--- src/rtl/cpu7_icu.sv ---
// rtl/cpu7_icu.sv - instruction-cache-side fetch responder between cpu7_ifu and the instruction memory port
// Ports:
//   clk, resetn                      clock, asynchronous active-low reset
//   ifu_icu_req_ic1/addr_ic1         fetch request and address from the IFU (addr[2:0] ignored)
//   icu_ifu_ack_ic1                  request accepted this cycle (combinational)
//   ifu_icu_cancel                   abandon the outstanding request
//   icu_ifu_data_ic2/data_valid_ic2  64-bit fetch line and its valid pulse
//   icu_mem_req/icu_mem_addr         registered memory read request and line address
//   mem_icu_addr_ok/data_ok/rdata    memory address handshake and in-order read response
module cpu7_icu (
  input  logic        clk,
  input  logic        resetn,
  input  logic        ifu_icu_req_ic1,
  input  logic [31:0] ifu_icu_addr_ic1,
  output logic        icu_ifu_ack_ic1,
  input  logic        ifu_icu_cancel,
  output logic [63:0] icu_ifu_data_ic2,
  output logic        icu_ifu_data_valid_ic2,
  output logic        icu_mem_req,
  output logic [31:0] icu_mem_addr,
  input  logic        mem_icu_addr_ok,
  input  logic        mem_icu_data_ok,
  input  logic [63:0] mem_icu_rdata
);

  localparam logic [1:0] ST_IDLE = 2'd0;
  localparam logic [1:0] ST_ADDR = 2'd1;
  localparam logic [1:0] ST_DATA = 2'd2;
  localparam logic [1:0] ST_DROP = 2'd3;

  logic [1:0]  st, st_n;
  logic [31:3] addr_q, addr_n;
  logic        pend_vld, pend_vld_n;
  logic [31:3] pend_addr, pend_addr_n;
  logic        mem_req_q;

  // Fetch lines are 8-byte aligned, so the low address bits carry no information.
  logic        unused_addr_lo;
  assign unused_addr_lo = ^ifu_icu_addr_ic1[2:0];

  // In DROP, a cancel arriving this cycle supersedes whatever refetch was stored.
  logic        eff_vld;
  logic [31:3] eff_addr;
  assign eff_vld  = ifu_icu_cancel ? ifu_icu_req_ic1 : pend_vld;
  assign eff_addr = ifu_icu_cancel ? ifu_icu_addr_ic1[31:3] : pend_addr;

  assign icu_ifu_ack_ic1        = ifu_icu_req_ic1 & ((st == ST_IDLE) | ifu_icu_cancel);
  assign icu_ifu_data_valid_ic2 = (st == ST_DATA) & mem_icu_data_ok & ~ifu_icu_cancel;
  assign icu_ifu_data_ic2       = mem_icu_rdata;
  assign icu_mem_req            = mem_req_q;
  assign icu_mem_addr           = {addr_q, 3'b000};

  always_comb begin
    st_n        = st;
    addr_n      = addr_q;
    pend_vld_n  = pend_vld;
    pend_addr_n = pend_addr;
    case (st)
      ST_IDLE: begin
        if (ifu_icu_req_ic1) begin
          st_n   = ST_ADDR;
          addr_n = ifu_icu_addr_ic1[31:3];
        end
      end
      ST_ADDR: begin
        if (ifu_icu_cancel) begin
          if (mem_icu_addr_ok) begin
            // Address already taken by memory: its response is still owed.
            st_n        = ST_DROP;
            pend_vld_n  = ifu_icu_req_ic1;
            pend_addr_n = ifu_icu_addr_ic1[31:3];
          end else if (ifu_icu_req_ic1) begin
            // Memory never sampled the old address, so swap it in place.
            addr_n = ifu_icu_addr_ic1[31:3];
          end else begin
            st_n = ST_IDLE;
          end
        end else if (mem_icu_addr_ok) begin
          st_n = ST_DATA;
        end
      end
      ST_DATA: begin
        if (ifu_icu_cancel) begin
          if (mem_icu_data_ok) begin
            if (ifu_icu_req_ic1) begin
              st_n   = ST_ADDR;
              addr_n = ifu_icu_addr_ic1[31:3];
            end else begin
              st_n = ST_IDLE;
            end
          end else begin
            st_n        = ST_DROP;
            pend_vld_n  = ifu_icu_req_ic1;
            pend_addr_n = ifu_icu_addr_ic1[31:3];
          end
        end else if (mem_icu_data_ok) begin
          st_n = ST_IDLE;
        end
      end
      default: begin
        if (ifu_icu_cancel) begin
          pend_vld_n  = ifu_icu_req_ic1;
          pend_addr_n = ifu_icu_addr_ic1[31:3];
        end
        if (mem_icu_data_ok) begin
          pend_vld_n = 1'b0;
          if (eff_vld) begin
            st_n   = ST_ADDR;
            addr_n = eff_addr;
          end else begin
            st_n = ST_IDLE;
          end
        end
      end
    endcase
  end

  always_ff @(posedge clk or negedge resetn) begin
    if (!resetn) begin
      st        <= ST_IDLE;
      addr_q    <= '0;
      pend_vld  <= 1'b0;
      pend_addr <= '0;
      mem_req_q <= 1'b0;
    end else begin
      st        <= st_n;
      addr_q    <= addr_n;
      pend_vld  <= pend_vld_n;
      pend_addr <= pend_addr_n;
      mem_req_q <= (st_n == ST_ADDR);
    end
  end

endmodule
--- config.mk ---
export PLATFORM = sky130hd
export DESIGN_NAME = cpu7_icu
export DESIGN_NICKNAME = d
export VERILOG_FILES = /design/src/rtl/cpu7_icu.sv
export SDC_FILE = /design/constraint.sdc
export NUM_CORES = 1
export LEC_CHECK = 0
export CORE_ASPECT_RATIO = 1.2
export CORE_MARGIN = 1.5
export CORE_UTILIZATION = 38
export DETAILED_ROUTE_END_ITERATION = 8
export GPL_ROUTABILITY_DRIVEN = 0
export PLACE_DENSITY = 0.91
export REMOVE_ABC_BUFFERS = 1
export SLEW_MARGIN = 20
export SYNTH_ARGS = -nofsm -noshare
export SYNTH_HDL_FRONTEND = slang
export SYNTH_SLANG_ARGS = --single-unit
--- constraint.sdc ---
create_clock -name clk -period 2.76 [get_ports clk]
set_clock_uncertainty 0.05 [all_clocks]
set_input_delay 0.552 -clock clk [delete_from_list [all_inputs] [get_ports clk]]
set_output_delay 0.552 -clock clk [all_outputs]
set_load 0.02 [all_outputs]
[Word level (Yosys, flattened, before mapping)]
Index checks and enable logic that the tools add are counted.
Cells by class
  equal/unequal tests: 9
  multiplexer cells: 33
  bitwise logic cells: 6
  reductions and logical operators: 5
Operators by type and width (number)
  29-bit 2-to-1 mux: 12
  29-bit case mux with 3 select lines: 2
  2-bit 2-to-1 mux: 9
  2-bit inequality test (second input constant): 6
  1-bit 2-to-1 mux: 8
  2-bit case mux with 3 select lines: 1
  6-bit AND reduction: 1
  5-bit AND reduction: 1
  2-bit by 1-bit == test with 1-bit output (second input constant): 2
  4-bit nonzero test: 1
  1-bit AND: 3
  1-bit case mux with 3 select lines: 1
  3-bit nonzero test: 1
  2-bit == test (second input constant): 1
  2-bit zero test: 1
  1-bit NOT: 2
  1-bit bitwise OR: 1
Word-level totals
  flip-flop bits (word level): 62
  bits of input ports: 102
  output and inout bits: 99
  word-level logic and storage cells: 58

[Depth between registers and ports, before layout]
Gate-level depths: netlist of the first run.
  depth after elaboration: 5
  gate-level depth with buffers: 8
  mapped depth without buffers: 6

[Worst setup path after synthesis of the first run]
No wires, ideal clock.
  path type: input to register
  from: in ifu_icu_cancel
  to: reg addr_q[10] in the netlist's numbering
  library setup time: 125 ps
  data arrival time: 1955 ps
  data required time: 2585 ps
  setup slack: 630 ps
  stages: 7
  buffers on the path: 3
  path through: buf_6 > mux2_4 > or3_1 > nand4_1 > buf_6 > buf_12 > mux2_4
Between the ends
  longest elaborated chain between the ends: 4
  elaborated cells on any way between the ends: 9
  classes of those cells: eq/ne: 2; mux: 5; reduce/logical: 2
Ends and longest elaborated chain
  start, declared: RTL line 16  | input logic ifu_icu_cancel,
  29-bit 2-to-1 mux
  29-bit 2-to-1 mux: RTL line 107  | if (eff_vld) begin
  29-bit 2-to-1 mux: RTL line 105  | if (mem_icu_data_ok) begin
  29-bit case mux with 3 select lines: RTL line 58  | case (st)
  end signal, assigned: RTL line 127  | addr_q <= addr_n;
  end, declared: RTL line 32  | logic [31:3] addr_q, addr_n;
Several ways; a longest one is shown, not always the timed one. The select of a mux whose other input is x is not followed.
A chain may end at the register's enable or synchronous reset.

[Final worst setup path of the first run]
  from: in ifu_icu_cancel
  to: out icu_ifu_ack_ic1
Between the ends
  longest elaborated chain between the ends: 2
Ends and longest elaborated chain
  1-bit bitwise OR: RTL line 47  | assign icu_ifu_ack_ic1 = ifu_icu_req_ic1 & ((st == ST_IDLE) | ifu_icu_cancel);
  1-bit AND: RTL line 47
  end, declared: RTL line 15  | output logic icu_ifu_ack_ic1,
No other way between the ends.

==> impl_metrics.env, run 1 <==
export IMPL_status="complete, no violations"
export IMPL_holdBufCountCts=0
export IMPL_overflow=0
export IMPL_cpLargestDelayFamily="buffers and inverters"
export IMPL_place_hpwl_um=9785
export IMPL_reg2reg_from="st[1]"
export IMPL_finalNetCount=391
export IMPL_avgSynthCellArea_um2=12.71
export IMPL_cp_num_cells=5
export IMPL_wl_met3_um=3218
export IMPL_synthTopCellsByArea="dfrtp_1 45%, mux2_2 24%, buf_4 15%"
export IMPL_track_usage_pct=25.39
export IMPL_crit_type="in2out"
export IMPL_dr_max_layer_used="met4"
export IMPL_core_area_um2=8939
export IMPL_layoutNonFillerInstCount=410
export IMPL_preCtsSetupSlack_ns=0.09550
export IMPL_drc=0
export IMPL_met2_length_um=5266
export IMPL_regToRegSetupSlack_ns=0.49
export IMPL_cts_tree="built"
export IMPL_worstSetupEndpoint="icu_ifu_ack_ic1"
export IMPL_post_route_period_util_pct=93.93
export IMPL_slew_violations=0
export IMPL_startpoint="ifu_icu_cancel"
export IMPL_syn2layout_area_growth_pct=16.26
export IMPL_cts_htree_levels=3
export IMPL_synth_commonest_cells="73 x mux2_2, 68 x buf_4, 62 x dfrtp_1"
export IMPL_routedWlPerCell_um=28.99
export IMPL_portBuffers=66
export IMPL_start_kind="input pin"
export IMPL_synth_warnings=0
export IMPL_clock_fmax_mhz=385.7
export IMPL_initial_utilization_pct=38.82
export IMPL_crit_chain="clkdlybuf4s50_1, buf_4, nor2_1, nor2_1, clkdlybuf4s50_1"
export IMPL_first_pass_iters=4
export IMPL_numCtsBuffers=9
export IMPL_synth_top_area_cell="dfrtp_1"
export IMPL_routed_wl_um=11890
export IMPL_pin_count=201
export IMPL_cts_path_max_buffers=2
export IMPL_dp_cells=394
export IMPL_required_ns=2.16
export IMPL_grt_pass1_wl_um=16880
export IMPL_seqCellArea_um2=1551
export IMPL_cap_violations=0
export IMPL_worstPathMaxFanout=9
export IMPL_grt_max_degree=41
export IMPL_num_fill_cells=854
export IMPL_synthDominantCellAreaShare_pct=44.72
export IMPL_fin_tns_setup_ns=0
export IMPL_layout_setup_ws_ns=0.1674
export IMPL_irDropWorstVdd_mv=0.5567
export IMPL_ant_nets=0
export IMPL_critPathCaptureType="primary output"
export IMPL_synth_seq_area_share_pct=44.72
export IMPL_r2r_end="pend_addr[18]"
export IMPL_relSlewSlack_pct=61.79
export IMPL_synth_distinct_cells=30
export IMPL_vias_per_cell=5.178
export IMPL_grt_pass1_vias=2259
export IMPL_vias=2123
export IMPL_cp_slowest_stage_delay_ns=0.60
export IMPL_syn_area_um2=3470
export IMPL_rows=38
export IMPL_worst_path_max_delay_cell="clkdlybuf4s50_1"
export IMPL_post_cts_setup_buffer_count=0
export IMPL_p_leak_nw=1.729
export IMPL_period_needed_ns=2.593
export IMPL_critPathArrivalTime_ns=1.99
export IMPL_r2r_cells=7
export IMPL_ys_ff_latch=62
export IMPL_clk_latency_ns=0.34
export IMPL_critPathBufInv=3
export IMPL_die_h_um=107.7
export IMPL_root_buffer="clkbuf_8"
export IMPL_clk_pin_slew_worst_paths_ns=0.07
export IMPL_cts_repair_resized=0
export IMPL_async_flop_share_pct=100.0
export IMPL_rsz0062_at_grt="no"
export IMPL_utilization_pct=45.13
export IMPL_drive_gt1_share_pct=38.28
export IMPL_holdCritPathClass="in2async"
export IMPL_power_density_nw_per_um2=1198
export IMPL_cts_sinks=62
export IMPL_die_area_um2=9715
export IMPL_synth_most_common_cell="mux2_2"
export IMPL_netlist_instances=273
export IMPL_drt_iter0_drc=72
export IMPL_synth_top_flop_cell="dfrtp_1"
export IMPL_antennaDiodeCount=0
export IMPL_die_x_um=90.23
export IMPL_antenna_found_initial=0
export IMPL_synth_edf_count=0
export IMPL_wl_met1_um=2690
export IMPL_finalHoldViolCount=0
export IMPL_finalSetupViolations=0
export IMPL_multi_input_comb_area_um2=1318
export IMPL_tightestPinTransition_ns=0.5732
-- per-layer routing --
metal,global-route usage (%),vias to the layer above
met5,1.667,-
met4,17.23,0
met3,31.71,42
met2,37.07,190
met1,16.86,998
li1,-,893
-- worst min path at each step --
stage,to,slack [ns],cells past startpoint
2_1_floorplan,addr_q[10],0.21,0
3_3_place_gp,pend_addr[11],0.42,1
3_5_place_dp,pend_addr[10],0.43,1
4_1_cts,addr_q[9],0.15,1
5_1_grt,addr_q[9],0.17,1
6_report,pend_addr[9],0.15,1
-- metrics by stage --
step                total power, mW  cell area [um^2]  hold WS [ns]
finish                        4.834              4034        0.1495
CTS                           4.885              4034        0.1487
floorplan                     3.070              2884        0.2064
detailed placement            3.991              3815        0.4314
global route                  5.110              4034        0.1734
global placement              3.880              3815        0.4202
-- power by group --
| group | leakage (nW) | switching (mW) | internal, mW |
|---|---|---|---|
| registers | 0.732 | 0.255 | 1.39 |
| logic | 0.882 | 0.999 | 1.32 |
| clock network | 0.115 | 0.351 | 0.513 |
-- worst register-to-register path, cell delays in order, from the launching register on --
cell	delay (ns)
dfrtp_1	0.44
inv_1	0.09
ha_1	0.27
o21bai_1	0.25
nand4b_1	0.22
or2_1	0.29
buf_4	0.22
mux2_1	0.34
-- layout by cell type, fill, tap and decap left out, types with 2 or more instances in the layout --
cell              n
a221oi_1          4
mux2_1            4
clkinv_2          2
clkdlybuf4s50_1  65
mux2_2           73
dfrtp_1          62
buf_12            4
mux2_4           11
conb_1            3
nor2_1            5
clkbuf_8         13
nand2b_1          5
o21ai_0           2
ha_1              4
buf_4             6
nand2_1           6
nor2b_1           3
inv_1             4
-- logic make-up after synthesis --
| group | count (synthesis) | synth area share [%] |
|---|---|---|
| other | 1 | 0.1081 |
| adders and majority gates | 4 | 1.443 |
| muxes | 88 | 29.75 |
| AOI/OAI and AO/OA | 12 | 2.705 |
| buffers and inverters | 81 | 17.53 |
| DFF | 62 | 44.72 |
| and+or+nand+nor | 25 | 3.751 |
-- sequential cells by signal, summed over array words and instances, names as in the netlist --
register / count
addr_q: 29
st: 2
pend_addr: 29
pend_vld: 1
icu_mem_req: 1
-- area by class of cell --
cell class | instances | share of cell area, %
clock buffer | 13 | 4.435
clock inverter | 3 | 0.9926
inverter | 4 | 0.3722
multi-input combinational | 132 | 32.66
sequential | 62 | 38.46
tap | 120 | 3.722
timing repair buffer | 76 | 19.35
Power figures use the tool's default switching activity.
==> inputs of run 2 (changes only) <==
--- a/config.mk
+++ b/config.mk
@@ -5,12 +5,13 @@
 export SDC_FILE = /design/constraint.sdc
 export NUM_CORES = 1
 export LEC_CHECK = 0
+export ABC_AREA = 1
 export CORE_ASPECT_RATIO = 1.2
 export CORE_MARGIN = 1.5
-export CORE_UTILIZATION = 38
+export CORE_UTILIZATION = 42
 export DETAILED_ROUTE_END_ITERATION = 8
 export GPL_ROUTABILITY_DRIVEN = 0
-export PLACE_DENSITY = 0.91
+export PLACE_DENSITY = 0.93
 export REMOVE_ABC_BUFFERS = 1
 export SLEW_MARGIN = 20
 export SYNTH_ARGS = -nofsm -noshare
==> impl_metrics.env, run 2 <==
export IMPL_ys_ff_latch=62
export IMPL_synth_warnings=0
export IMPL_synth_most_common_cell="nand2_1"
export IMPL_async_flop_share_pct=100.0
export IMPL_synth_fa_ha_area_share_pct=1.191
export IMPL_finalHoldViolCount=0
export IMPL_critPathArrivalTime_ns=1.96
export IMPL_utilization_pct=49.15
export IMPL_synth_xor_area_share_pct=0
export IMPL_cts_tree="built"
export IMPL_required_ns=2.16
export IMPL_worstPathMaxFanout=7
export IMPL_clock_fmax_mhz=390.2
export IMPL_cts_path_max_buffers=2
export IMPL_post_route_period_util_pct=92.85
export IMPL_netlist_instances=625
export IMPL_reg_top3="addr_q: 29 flops, pend_addr: 29 flops, st: 2 flops"
export IMPL_period_needed_ns=2.563
export IMPL_switching_share_pct=43.60
export IMPL_layout_commonest_cell="nand2_1"
export IMPL_cts_repair_resized=0
export IMPL_holdBufCountCts=0
export IMPL_synth_top_flop_cell="dfrtp_1"
export IMPL_core_area_um2=9613
export IMPL_critPathCaptureType="primary output"
export IMPL_synth_simple_area_share_pct=30.72
export IMPL_preCtsSetupSlack_ns=0.2373
export IMPL_antennaDiodeCount=0
export IMPL_clkPwrFrac_pct=20.0
export IMPL_rows=39
export IMPL_place_hpwl_um=11220
export IMPL_clk_latency_ns=0.33
export IMPL_power_density_nw_per_um2=1208
export IMPL_p_leak_nw=2.406
export IMPL_holdCritPathClass="in2async"
export IMPL_relSlewSlack_pct=46.54
export IMPL_drt_iter0_drc=243
export IMPL_post_cts_setup_buffer_count=0
export IMPL_slew_violations=0
export IMPL_vias_per_cell=5.123
export IMPL_holdWs_ns=0.3456
export IMPL_portBuffers=66
export IMPL_routed_wl_um=14750
export IMPL_yosys_mux_area_fraction_pct=0
export IMPL_finalNetCount=719
export IMPL_die_area_um2=10620
export IMPL_drive_gt1_share_pct=5.663
export IMPL_status="complete, no violations"
export IMPL_crit_type="reg2out"
export IMPL_synthTopCellsByArea="dfrtp_1 37%, nand2_1 23%, buf_4 13%"
export IMPL_routedWlPerCell_um=19.91
export IMPL_overflow=0
export IMPL_p_sw_mw=2.489
export IMPL_vias=3796
export IMPL_synth_top_area_cell="dfrtp_1"
export IMPL_p_comb_share_pct=52.8
export IMPL_track_usage_pct=29.21
export IMPL_first_pass_iters=5
export IMPL_synth_top_family_by_area="simple AND/OR/NAND/NOR gates"
export IMPL_syn2layout_area_growth_pct=12.41
export IMPL_ant_nets=0
export IMPL_cts_htree_levels=3
export IMPL_synth_compound_area_share_pct=9.973
export IMPL_synth_commonest_cells="254 x nand2_1, 74 x o21ai_0, 73 x buf_4"
export IMPL_synth_seq_area_share_pct=36.92
export IMPL_root_buffer="clkbuf_16"
export IMPL_grt_pass1_vias=3565
export IMPL_intPower_mw=3.220
export IMPL_finalSetupViolations=0
export IMPL_drc=0
export IMPL_synth_distinct_cells=21
export IMPL_syn_area_um2=4203
export IMPL_rsz0062_at_grt="no"
export IMPL_power_frac_seq_pct=27.2
export IMPL_pin_count=201
export IMPL_die_x_um=94.32
export IMPL_initial_utilization_pct=43.72
export IMPL_clk_pin_slew_worst_paths_ns=0.06
export IMPL_grt_max_degree=63
export IMPL_grt_pass1_wl_um=22330
export IMPL_start_kind="flip-flop"
export IMPL_layout_setup_ws_ns=0.1974
export IMPL_finish_instance_area_um2=4725
export IMPL_avgSynthCellArea_um2=6.724
export IMPL_antenna_found_initial=0
export IMPL_cts_sinks=62
export IMPL_place_area_um2=4423
export IMPL_cap_violations=0
export IMPL_synthDominantCellAreaShare_pct=36.92
export IMPL_die_h_um=112.6
export IMPL_numCtsBuffers=9
export IMPL_final_cell_mix="254 x nand2_1, 74 x o21ai_0, 64 x clkdlybuf4s50_1"
export IMPL_synth_edf_count=0
export IMPL_irDropWorstVdd_mv=0.7132
export IMPL_tightestPinTransition_ns=0.8020
==> run 2: final timing paths <==
path,from,endpoint,slack [ns],cells after the start
worst max register to register,st[0],addr_q[9],0.69,10
worst max-delay path,st[0],icu_ifu_ack_ic1,0.20,5
max in group asynchronous,resetn,pend_addr[3],1.78,2
worst min register to register,addr_q[26],addr_q[26],0.41,2
min in group clk,addr_q[26],addr_q[26],0.41,2
worst min-delay path,resetn,addr_q[17],0.35,2
==> run 2: per-stage QoR <==
| stage | cells | setup TNS, ns | total power, mW |
|---|---|---|---|
| after detailed placement | 725 | 0 | 4.573 |
| after CTS | 741 | 0 | 5.726 |
| final | 741 | 0 | 5.709 |
| after global routing | 741 | 0 | 6.242 |
| after global placement | 725 | 0 | 4.470 |
| after floorplan | 526 | -13.79 | 3.418 |
==> run 2: power groups by stage <==
stage / combinational, mW / sequential, mW / clock (mW)
2_1_floorplan: 1.63 / 1.78 / 0
3_3_place_gp: 2.92 / 1.55 / 0
3_5_place_dp: 3.01 / 1.56 / 0
4_1_cts: 3.02 / 1.55 / 1.15
5_1_grt: 3.44 / 1.60 / 1.20
6_report: 3.01 / 1.55 / 1.14
==> run 2: worst max-delay path: stages, from the launching register on <==
cell	delay [ns]
dfrtp_1	0.47
inv_1	0.14
ha_1	0.19
inv_1	0.08
a21oi_1	0.14
clkdlybuf4s50_1	0.61
==> run 2: final cells by class <==
cell class	count	area (um^2)
clock buffer	12	256.5
clock inverter	4	45.04
multi-input combinational	412	1779
fill	947	4888
timing repair buffer	76	738.2
inverter	52	200.2
sequential	62	1551
tap	123	153.9
==> run 2: logic make-up after synthesis <==
family / count (synthesis)
other cells: 1
buf+inv: 153
simple gates: 322
fa+ha+maj: 4
compound gates: 83
flops: 62
==> run 2: per-layer routing <==
| layer | up-vias | track usage, % | part of all wire (%) |
|---|---|---|---|
| li1 | 1856 | - | - |
| met1 | 1676 | 25.98 | 30 |
| met2 | 230 | 43.12 | 43 |
| met3 | 28 | 29.67 | 23 |
| met4 | 6 | 11.24 | 3.6 |
| met5 | - | 9.314 | 0.89 |
